`config.mk`:
```
export PLATFORM = sky130hd
export DESIGN_NAME = serial_adder
export DESIGN_NICKNAME = d
export VERILOG_FILES = /design/src/rtl/serial_adder_pkg.sv /design/src/rtl/serial_adder_fa.sv /design/src/rtl/serial_adder.sv
export SDC_FILE = /design/constraint.sdc
export NUM_CORES = 1
export LEC_CHECK = 0
export BUFFER_PORTS_ARGS = -buffer_cell sky130_fd_sc_hd__buf_2
export CORE_AREA = 2 2 74 76
export DETAILED_ROUTE_END_ITERATION = 8
export DIE_AREA = 0 0 76 78
export SKIP_CTS_REPAIR_TIMING = 1
export SYNTH_ARGS = -nofsm -noshare
export SYNTH_HDL_FRONTEND = slang
export SYNTH_SLANG_ARGS = --single-unit
```
`constraint.sdc`:
```
create_clock -name clk -period 1.3 [get_ports clk]
set_input_delay 0.26 -clock clk [delete_from_list [all_inputs] [get_ports clk]]
set_output_delay 0.26 -clock clk [all_outputs]
set_load 0.02 [all_outputs]
```
`src/rtl/serial_adder_pkg.sv`:
```
// Shared types for the bit-serial adder slice.
package serial_adder_pkg;

  typedef enum logic [1:0] {
    IDLE = 2'd0,
    RUN  = 2'd1,
    DONE = 2'd2
  } sa_state_e;

endpackage

```
`src/rtl/serial_adder_fa.sv`:
```
// Single-bit full adder cell used as the serial adder's arithmetic core.
module full_adder (
  input  logic a,
  input  logic b,
  input  logic cin,
  output logic cout,
  output logic s
);

  assign s    = a ^ b ^ cin;
  assign cout = (a & b) | (cin & (a ^ b));

endmodule

```
`src/rtl/serial_adder.sv`:
```
// Bit-serial adder: feeds one operand bit pair per clock, LSB first, through
// a full_adder with a registered carry; result bits shift in from the MSB side.
module serial_adder
  import serial_adder_pkg::*;
#(
  parameter  int WIDTH = 8,
  localparam int CNT_W = $clog2(WIDTH)
) (
  input  logic             clk,
  input  logic             rst_n,
  input  logic             start,
  input  logic [WIDTH-1:0] a_in,
  input  logic [WIDTH-1:0] b_in,
  input  logic             cin,
  output logic             busy,
  output logic             done,
  output logic [WIDTH-1:0] sum,
  output logic             cout
);

  sa_state_e        state_q, state_d;
  logic [WIDTH-1:0] a_sh, b_sh, sum_q;
  logic [CNT_W-1:0] cnt_q;
  logic             carry_q, cout_q;
  logic             busy_q, done_q;
  logic             fa_co, fa_s;
  logic             last_bit;

  full_adder u_fa (
    .a    (a_sh[0]),
    .b    (b_sh[0]),
    .cin  (carry_q),
    .cout (fa_co),
    .s    (fa_s)
  );

  assign last_bit = (cnt_q == CNT_W'(WIDTH - 1));

  always_comb begin
    state_d = state_q;
    case (state_q)
      IDLE:    if (start) state_d = RUN;
      RUN:     if (last_bit) state_d = DONE;
      DONE:    state_d = IDLE;
      default: state_d = IDLE;
    endcase
  end

  // busy/done are registered from the next state so they align with state_q.
  always_ff @(posedge clk or negedge rst_n) begin
    if (!rst_n) begin
      state_q <= IDLE;
      busy_q  <= 1'b0;
      done_q  <= 1'b0;
    end else begin
      state_q <= state_d;
      busy_q  <= (state_d == RUN);
      done_q  <= (state_d == DONE);
    end
  end

  always_ff @(posedge clk or negedge rst_n) begin
    if (!rst_n) begin
      a_sh    <= '0;
      b_sh    <= '0;
      sum_q   <= '0;
      cnt_q   <= '0;
      carry_q <= 1'b0;
      cout_q  <= 1'b0;
    end else begin
      case (state_q)
        IDLE: begin
          if (start) begin
            a_sh    <= a_in;
            b_sh    <= b_in;
            carry_q <= cin;
            cnt_q   <= '0;
            sum_q   <= '0;
          end
        end
        RUN: begin
          carry_q <= fa_co;
          sum_q   <= {fa_s, sum_q[WIDTH-1:1]};
          a_sh    <= a_sh >> 1;
          b_sh    <= b_sh >> 1;
          cnt_q   <= cnt_q + 1'b1;
          if (last_bit) cout_q <= fa_co;
        end
        default: ;
      endcase
    end
  end

  assign busy = busy_q;
  assign done = done_q;
  assign sum  = sum_q;
  assign cout = cout_q;

endmodule

```
==> Word level (Yosys, flattened, before mapping) <==
Cells that the tools add are included.
{ "totals": {"reg_bits": 33, "input_bits": 20, "out_inout_bits": 11, "word_cells": 37} }
{ "classes": {"addsub": 1, "eq_ne": 5, "mux": 13, "bitwise": 5, "reduce_logical": 4} }
{ "ops": {"columns": ["op", "n"], "rows": [
  ["$pmux W8 S2", 3],
  ["$mux W8", 3],
  ["$pmux W3 S2", 1],
  ["$eq A2 B1 Y1 const B", 2],
  ["$mux W2", 2],
  ["$pmux W2 S2", 1],
  ["$reduce_and A2 Y1", 2],
  ["$add A3 B1 Y3 const B", 1],
  ["$eq A3 B3 Y1 const B", 1],
  ["$mux W3", 1],
  ["$and A1 B1 Y1", 2],
  ["$eq A2 B2 Y1 const B", 1],
  ["$logic_not A2 Y1", 1],
  ["$ne A2 B2 Y1 const B", 1],
  ["$pmux W1 S2", 1],
  ["$reduce_bool A2 Y1", 1],
  ["$xor A1 B1 Y1", 2],
  ["$mux W1", 1],
  ["$or A1 B1 Y1", 1]
]} }

==> Depth between registers and ports, before layout <==
Gate-level depths: netlist of the first run.
{ "logic_depth": {"ltp_word": 4, "depth_mapped": 6, "depth_no_buf": 4} }

==> Cells and area by module <==
A second synthesis of the first run with hierarchy kept.
{ "hier_totals": {"cells_unflattened": 135, "area_unflattened_um2": 1522.7} }
{ "by_module_without_submodules": {"columns": ["mod", "instances", "cells_per_inst", "area_each_um2", "seq_area_each_um2"], "rows": [
  ["serial_adder", 1, 134, 1502.7, 825.8],
  ["full_adder", 1, 1, 20.0, 0.0]
]} }

==> Worst setup path before layout of the first run <==
No wires, ideal clock.
{ "synth_path": {"kind": "register -> register", "startpoint": "register state_q[0]", "endpoint": "register b_sh[4]", "setup_ps": 125, "t_arrival_ps": 1044, "required_time_ps": 1175, "path_slack_ps": 132, "stages_incl_launch_ff": 7, "path_buffers": 3, "synth_period_minus_slack_ps": 1168, "path_cell_list": "dfrtp_1 -> buf_6 -> nand2b_4 -> buf_6 -> buf_12 -> o22ai_2 -> a21oi_2"} }
{ "synth_between": {"elab_chain_len": 3, "elab_cells_between_ends": 6, "classes_between": "eq/ne (2); mux (1); reduce/logical (3)"} }
{ "synth_lines": {"columns": ["item", "line", "text"], "rows": [
  ["from (decl)", "serial_adder.sv:21", "sa_state_e state_q, state_d;"],
  ["from (signal assigned)", "serial_adder.sv:56", "state_q <= state_d;"],
  ["$eq A2 B1 Y1 / $logic_not A2 Y1 (equally long branches)", "serial_adder.sv:71", "case (state_q)"],
  ["$reduce_bool A2 Y1 (no source line) / $ne A2 B2 Y1 (equally long branches)", null, null],
  ["$reduce_and A2 Y1 (no source line)", null, null],
  ["to (signal assigned)", "serial_adder.sv:75", "b_sh <= b_in;"],
  ["to (signal assigned)", "serial_adder.sv:85", "b_sh <= b_sh >> 1;"],
  ["to (decl)", "serial_adder.sv:22", "logic [WIDTH-1:0] a_sh, b_sh, sum_q;"]
]} }
Parallel ways exist; a longest one is shown, timed or not.
A chain may end at the register's enable or synchronous reset.

==> Worst setup path after layout of the first run <==
{ "layout_path": {"startpoint": "register state_q[0]", "endpoint": "register b_sh[1]"} }
The elaborated chain is that of the path after synthesis.

==> Implementation_results.wiki, run 1 <==
{| class="wikitable"
! Metric !! Value
|-
| Num CTS Buffers || 5
|-
| Clock transition at path regs || approximately 0.07 ns
|-
| Port-buffer cells || 30
|-
| End-of-flow core utilization || 37.0%
|-
| Average wire per cell in the routed design || roughly 13 um
|-
| Die Span X || approximately 76 um
|-
| Number of cell instances on the worst register-to-register path || 4
|-
| Flops & latches, synth || 33
|-
| Run status || completed
|-
| Total of max-cap violations || 0
|-
| Share of the yosys chip area belonging to registers || approximately 55%
|-
| Clock sinks || 33
|-
| Endpoint of the worst register-to-register path || b_sh[1]
|-
| NetSw || approximately 1.6 mW
|-
| Int Pwr || roughly 3 mW
|-
| Minimum clock period || ~1.2 ns
|-
| Final weighted congestion in routability-driven placement || around 0.73
|-
| Number of nets still failing antenna checks after routing || 0
|-
| Root buf cell || sky130_fd_sc_hd__clkbuf_8
|-
| Total leakage power || slightly below 0.9 nW
|-
| Setup slack at placement || around 0.052 ns
|-
| Total wirelength of the detailed-routed design || about 3000 um
|-
| Hold Crit Endpoint || b_sh[7]
|-
| Die outline height || between 70 and 80 um
|-
| Largest net degree at the start of global routing || 34
|-
| Number of I/O pins || 31
|-
| Synthesized instance count || around 130
|-
| Number of antenna violations at the first check in global routing || 0
|-
| Top-area cell type share of the netlist area || 55.0%
|-
| Number of placement rows || 26
|-
| Top post-synthesis cells by count || sky130_fd_sc_hd__dfrtp_1 (33), sky130_fd_sc_hd__nor2_1 (14), sky130_fd_sc_hd__a21oi_1 (9), sky130_fd_sc_hd__a22o_1 (9), sky130_fd_sc_hd__o22ai_1 (9)
|-
| Critical R2R Launch || state_q[0]
|-
| Pwr Density || 2450 nW/um^2
|-
| Vias per inst || between 4 and 5
|-
| Proportion of layout cells with a drive suffix above 1 || 38.6%
|-
| Combinational power share || 39.4%
|-
| Leading post-synthesis cells by cell area || sky130_fd_sc_hd__dfrtp_1 (55%), sky130_fd_sc_hd__a22o_1 (5.2%), sky130_fd_sc_hd__o22ai_1 (3.8%)
|-
| Summed instance area of the synthesized netlist || 1500 sq um
|-
| Arr. time, crit path || around 1.4 ns
|-
| Initial standard-cell utilization of the core || roughly 30%
|-
| Remaining max-slew budget at the tightest pin || ~80%
|-
| Worst ir drop on vdd || between 0.0008 and 0.0009 V
|-
| RSZ-0062 raised after global routing || no
|-
| Peak fanout along the critical path || 10
|-
| Setup Skew || 0.00597 ns
|-
| Worst reg-to-reg setup slack || just over 0.08 ns
|-
| Switching share of power || between 30% and 40%
|-
| Total via count in the routed design || about 1.1k
|-
| Actual transition at the worst max-transition pin || approximately 0.3 ns
|-
| Final Net Count || roughly 190
|-
| Worst Setup End Kind || register
|-
| EDFF count, synth || 0
|-
| Leftover overflow at the end of global routing || 0
|-
| Area post-placement || roughly 1700 sq um
|-
| Worst-Skew Late Latency || between 0.2 and 0.3 ns
|-
| Number of violations reported at the end of detailed-routing iteration 0 || 35
|-
| Hold Path Cell Cnt || 3
|-
| Die ar. || between 5000 and 6000 sq um
|-
| Worst path required time || roughly 1.5 ns
|-
| Wire length of the first global-routing pass || just over 5000 um
|-
| Setup CP Type || reg -> reg
|-
| Worst-case setup margin in the final layout || roughly 0.081 ns
|-
| Total core area || slightly above 5000 sq um
|-
| DRC || 0
|-
| Share of the clock period used by the worst path || between 90% and 100%
|-
| Classification of the worst-slack hold path || in -> reg
|-
| Leading area contributor after synthesis || sky130_fd_sc_hd__dfrtp_1
|-
| Net Count, Synth || 152
|-
| Ys async rst share || 100%
|-
| Count leader, synth || sky130_fd_sc_hd__dfrtp_1
|-
| Startpoint of the most critical hold path || b_in[7]
|-
| H-tree depth || 2
|-
| Setup violators final || 0
|-
| Total negative setup slack || 0 ns
|-
| Post-route standard cell area excluding fillers || between 1500 and 2000 sq um
|-
| Kind of start point of the critical path || register
|-
| Maximum frequency from static timing analysis || 821 MHz
|-
| Number of filler cells placed in the layout || between 500 and 600
|-
| Number of unique standard cell types used by synthesis || 33
|-
| Sequential share of power || just under 40%
|-
| Syn. warnings || 0
|-
| Average footprint of a synthesized cell || about 12 sq um
|-
| Deepest clock path buffer count || 2
|-
| Via count of the first global-routing pass || 1099
|-
| Final number of max-transition violations || 0
|-
| Sum of net half-perimeters after detailed placement || roughly 2100 um
|-
| Count of final hold-check violations || 0
|-
| GR Util All Layers || 11.0%
|-
| TritonRoute pass-1 iters || 4
|-
| Top FF cell, synth || sky130_fd_sc_hd__dfrtp_1
|-
| Relative area change from synthesis to final layout || 24.4%
|-
| TritonCTS clock tree || built
|-
| Inserted Diodes || 0
|-
| Relative contribution of the clock network to total power || a little over a fifth
|}
==> critical path, stage by stage, from the launching register on <==
cell and delay [ns]:
sky130_fd_sc_hd__dfrtp_1 0.45, sky130_fd_sc_hd__buf_4 0.18, sky130_fd_sc_hd__o21ba_2 0.29, sky130_fd_sc_hd__nor2_1 0.12, sky130_fd_sc_hd__a21oi_1 0.05
==> cell type report <==
cell class                 count  area [sq um]  share of cell area (%)
multi-input combinational     81           581                    31.1
sequential                    33           827                    44.3
clock inverter                 1          30.0                    1.61
clock buffer                   7          86.3                    4.62
timing repair buffer          37           230                    12.3
tap                           70          87.6                    4.69
inverter                       7          26.3                    1.41
==> per-stage QoR <==
stage	hold WS (ns)	instances	power (mW)
2_1_floorplan	-0.0356	129	3.12
3_3_place_gp	0.231	227	3.58
3_5_place_dp	0.230	227	3.61
4_1_cts	-0.0844	235	4.63
5_1_grt	0.228	236	4.91
6_report	0.217	236	4.57
==> layout by cell type (no fill, tap or decap), types with 2 or more instances in the layout <==
master | synthesis | layout
sky130_fd_sc_hd__buf_12 | 1 | 2
sky130_fd_sc_hd__inv_1 | 5 | 5
sky130_fd_sc_hd__nor3_1 | 2 | 2
sky130_fd_sc_hd__nor3_2 | 4 | 4
sky130_fd_sc_hd__a21oi_2 | 3 | 3
sky130_fd_sc_hd__o21ai_1 | 3 | 3
sky130_fd_sc_hd__buf_4 | 1 | 4
sky130_fd_sc_hd__o22ai_1 | 9 | 9
sky130_fd_sc_hd__nand2_1 | 6 | 6
sky130_fd_sc_hd__clkbuf_8 | 0 | 6
sky130_fd_sc_hd__ha_1 | 2 | 2
sky130_fd_sc_hd__dfrtp_1 | 33 | 32
sky130_fd_sc_hd__a22o_1 | 9 | 9
sky130_fd_sc_hd__o22ai_2 | 4 | 4
sky130_fd_sc_hd__buf_2 | 4 | 30
sky130_fd_sc_hd__and2_1 | 2 | 2
sky130_fd_sc_hd__a21oi_1 | 9 | 9
sky130_fd_sc_hd__inv_2 | 2 | 2
sky130_fd_sc_hd__nor2_1 | 14 | 14
==> cell families after synthesis <==
kind of cell	share of synthesized area [%]
AO/OA/AOI/OAI	22.3
multiplexers	0.667
AND/OR/NAND/NOR	12.6
buffers and inverters	6.42
flip-flops	55.0
adder cells (fa/ha/maj)	3.00
==> how the worst max path moves through the flow <==
| stage | to | depth (start not counted) | slack, ns | start |
|---|---|---|---|---|
| 2_1_floorplan | b_sh[4] | 6 | 0.13 | state_q[0] |
| 3_3_place_gp | b_sh[4] | 4 | 0.08 | state_q[0] |
| 3_5_place_dp | cout | 3 | 0.05 | state_q[1] |
| 4_1_cts | cout | 3 | 0.04 | state_q[1] |
| 5_1_grt | busy | 4 | 0.02 | cnt_q[0] |
| 6_report | b_sh[1] | 4 | 0.08 | state_q[0] |
==> power groups by stage <==
| stage | combinational [mW] | sequential [mW] | clock (mW) |
|---|---|---|---|
| after floorplan | 1.24 | 1.88 | 0 |
| after global placement | 1.80 | 1.78 | 0 |
| after detailed placement | 1.82 | 1.79 | 0 |
| after CTS | 1.82 | 1.78 | 1.03 |
| after global routing | 1.99 | 1.84 | 1.08 |
| final | 1.80 | 1.77 | 0.997 |
==> routing by layer <==
layer	part of all wire, %	wire length (um)	track usage [%]
met4	1.9	57	4.91
met3	6.0	179	3.84
met2	45	1350	16.5
met1	47	1410	14.3
met5	0	0	0
==> state kept, by name, indices dropped and copies added (netlist names) <==
name,count
sum,8
carry_q,1
cnt_q,3
a_sh,8
b_sh,8
busy,1
done,1
cout,1
state_q,2
Power figures use the tool's default switching activity.
==> inputs of run 2 (changes only) <==
Clock period 1.3 ns to 1.5 ns, I/O delays scaled along.
==> run 2 against run 1 <==
  * Register-to-register slack improved by 0.14 ns
  * Count of clock-buffer cells in the layout increased by 1
  * Combinational power decreased by 19%
  * Critical path type unchanged
  * Highest routed layer unchanged
  * Critical path depth decreased by 2
==> Implementation_results.wiki, run 2 (synthesis results as in run 1) <==
{| class="wikitable"
! Metric !! Value
|-
| Wire length of the first global-routing pass || about 5200 um
|-
| Final weighted congestion in routability-driven placement || 0.747
|-
| Deepest clock path buffer count || 2
|-
| Arr. time, crit path || roughly 1.4 ns
|-
| Number of filler cells placed in the layout || 515
|-
| Maximum frequency from static timing analysis || 784 MHz
|-
| Number of placement rows || 26
|-
| Cell type of the slowest stage on the worst timing path || sky130_fd_sc_hd__o21bai_2
|-
| Relative area change from synthesis to final layout || 18.0%
|-
| Cell count after placement || 224
|-
| Worst Setup SP || state_q[0]
|-
| Worst-case setup margin in the final layout || 0.224 ns
|-
| TritonCTS clock tree || built
|-
| Cell breakdown of the critical path || o21bai_2 -> a22oi_2
|-
| Vias per inst || between 4 and 5
|-
| Root buf cell || sky130_fd_sc_hd__clkbuf_8
|-
| End-of-flow core utilization || about a third
|-
| DRC || 0
|-
| Clock sinks || 33
|-
| Average wire per cell in the routed design || ~13 um
|-
| Run status || completed
|-
| Number of nets still failing antenna checks after routing || 0
|-
| TritonRoute pass-1 iters || 4
|-
| Total core area || 5040 sq um
|-
| Peak fanout along the critical path || 13
|-
| Number of antenna violations at the first check in global routing || 0
|-
| Leftover overflow at the end of global routing || 0
|-
| Total leakage power || 0.822 nW
|-
| Final Net Count || between 150 and 200
|-
| Most common cell after layout, fill and taps aside || sky130_fd_sc_hd__dfrtp_1
|-
| Total negative setup slack || 0 ns
|-
| Worst path required time || approximately 1.6 ns
|-
| H-tree depth || 2
|-
| Port-buffer cells || 30
|-
| GR Util All Layers || about 11%
|-
| Worst ir drop on vdd || between 0.0008 and 0.0009 V
|-
| RSZ-0062 raised after global routing || no
|-
| Total chip power || 3.63 mW
|-
| Inserted Diodes || 0
|-
| Die outline height || roughly 78 um
|-
| Remaining max-slew budget at the tightest pin || about 64%
|-
| Most used cells in the layout excluding fill and tap cells || sky130_fd_sc_hd__dfrtp_1 (33), sky130_fd_sc_hd__buf_2 (30), sky130_fd_sc_hd__nor2_1 (14)
|-
| Total wirelength of the detailed-routed design || roughly 3000 um
|-
| Count of final hold-check violations || 0
|-
| Die Span X || around 76 um
|-
| Final cell count without fillers || roughly 230
|-
| Share of the clock period used by the worst path || between 80 and 90%
|-
| Worst-Skew Late Latency || around 0.27 ns
|-
| Setup Skew || roughly 0.0037 ns
|-
| Critical R2R Launch || state_q[0]
|-
| Num CTS Buffers || 5
|-
| Classification of the worst-slack hold path || in -> async
|-
| Proportion of layout cells with a drive suffix above 1 || between 30% and 40%
|-
| Final number of max-transition violations || 0
|-
| Setup CP Type || reg -> reg
|-
| Pwr Density || between 2000 and 2500 nW/um^2
|-
| Total of max-cap violations || 0
|-
| Peak per-stage delay on the critical path || ~0.50 ns
|-
| Number of I/O pins || 31
|-
| Minimum clock period || between 1 and 1.5 ns
|-
| Kind of start point of the critical path || register
|-
| Actual transition at the worst max-transition pin || 0.538 ns
|-
| Die ar. || a little under 6000 sq um
|-
| Setup slack at placement || approximately 0.23 ns
|-
| Total via count in the routed design || 1075
|-
| Largest net degree at the start of global routing || 34
|-
| Worst Setup End Kind || register
|-
| Sum of net half-perimeters after detailed placement || about 2000 um
|-
| Number of violations reported at the end of detailed-routing iteration 0 || 67
|-
| Setup violators final || 0
|-
| Initial standard-cell utilization of the core || ~30%
|-
| Via count of the first global-routing pass || 1106
|-
| Clock transition at path regs || around 0.06 ns
|}
## run 2: power by group
part	switching [mW]	leakage [nW]	internal [mW]
logic	0.800	0.383	0.659
registers	0.262	0.400	1.28
clock network	0.294	0.0395	0.329
total	1.36	0.822	2.27
## run 2: worst paths after layout
| check | endpoint | slack [ns] | depth (start not counted) |
|---|---|---|---|
| max reg2reg | b_sh[0] | 0.22 | 2 |
| min in group clk | b_sh[7] | 0.27 | 3 |
| max in group asynchronous | sum[0] | 1.15 | 2 |
| min reg2reg | cnt_q[0] | 0.50 | 1 |
| max | b_sh[0] | 0.22 | 2 |
| min | b_sh[3] | 0.04 | 2 |
## run 2: critical path: cells and delay by family, from the launching register on
kind / cells / cell delay [ns]
AO/OA/AOI/OAI: 2 / 0.65
flip-flops: 1 / 0.48
## run 2: routing by layer
layer	track usage (%)	part of all wire, %	vias up
met5	0	0	-
met4	3.27	0.40	0
met3	3.95	4.9	2
met2	17.1	46	21
met1	14.5	49	530
li1	-	-	522
## run 2: layout make-up
type,count,area [sq um],share of cell area (%)
inverters,7,26.3,1.48
flip-flops and latches,33,826,46.6
clock buffers,8,80.1,4.52
multi-input cells,81,579,32.7
repair buffers,33,173,9.75
well taps,70,87.6,4.94
## run 2: per-stage QoR
step | hold slack [ns] | instance area [sq um]
final | 0.0436 | 1770
after global routing | 0.0732 | 1770
after CTS | 0.0532 | 1770
after detailed placement | 0.353 | 1690
after global placement | 0.351 | 1690
after floorplan | 0.00441 | 1500
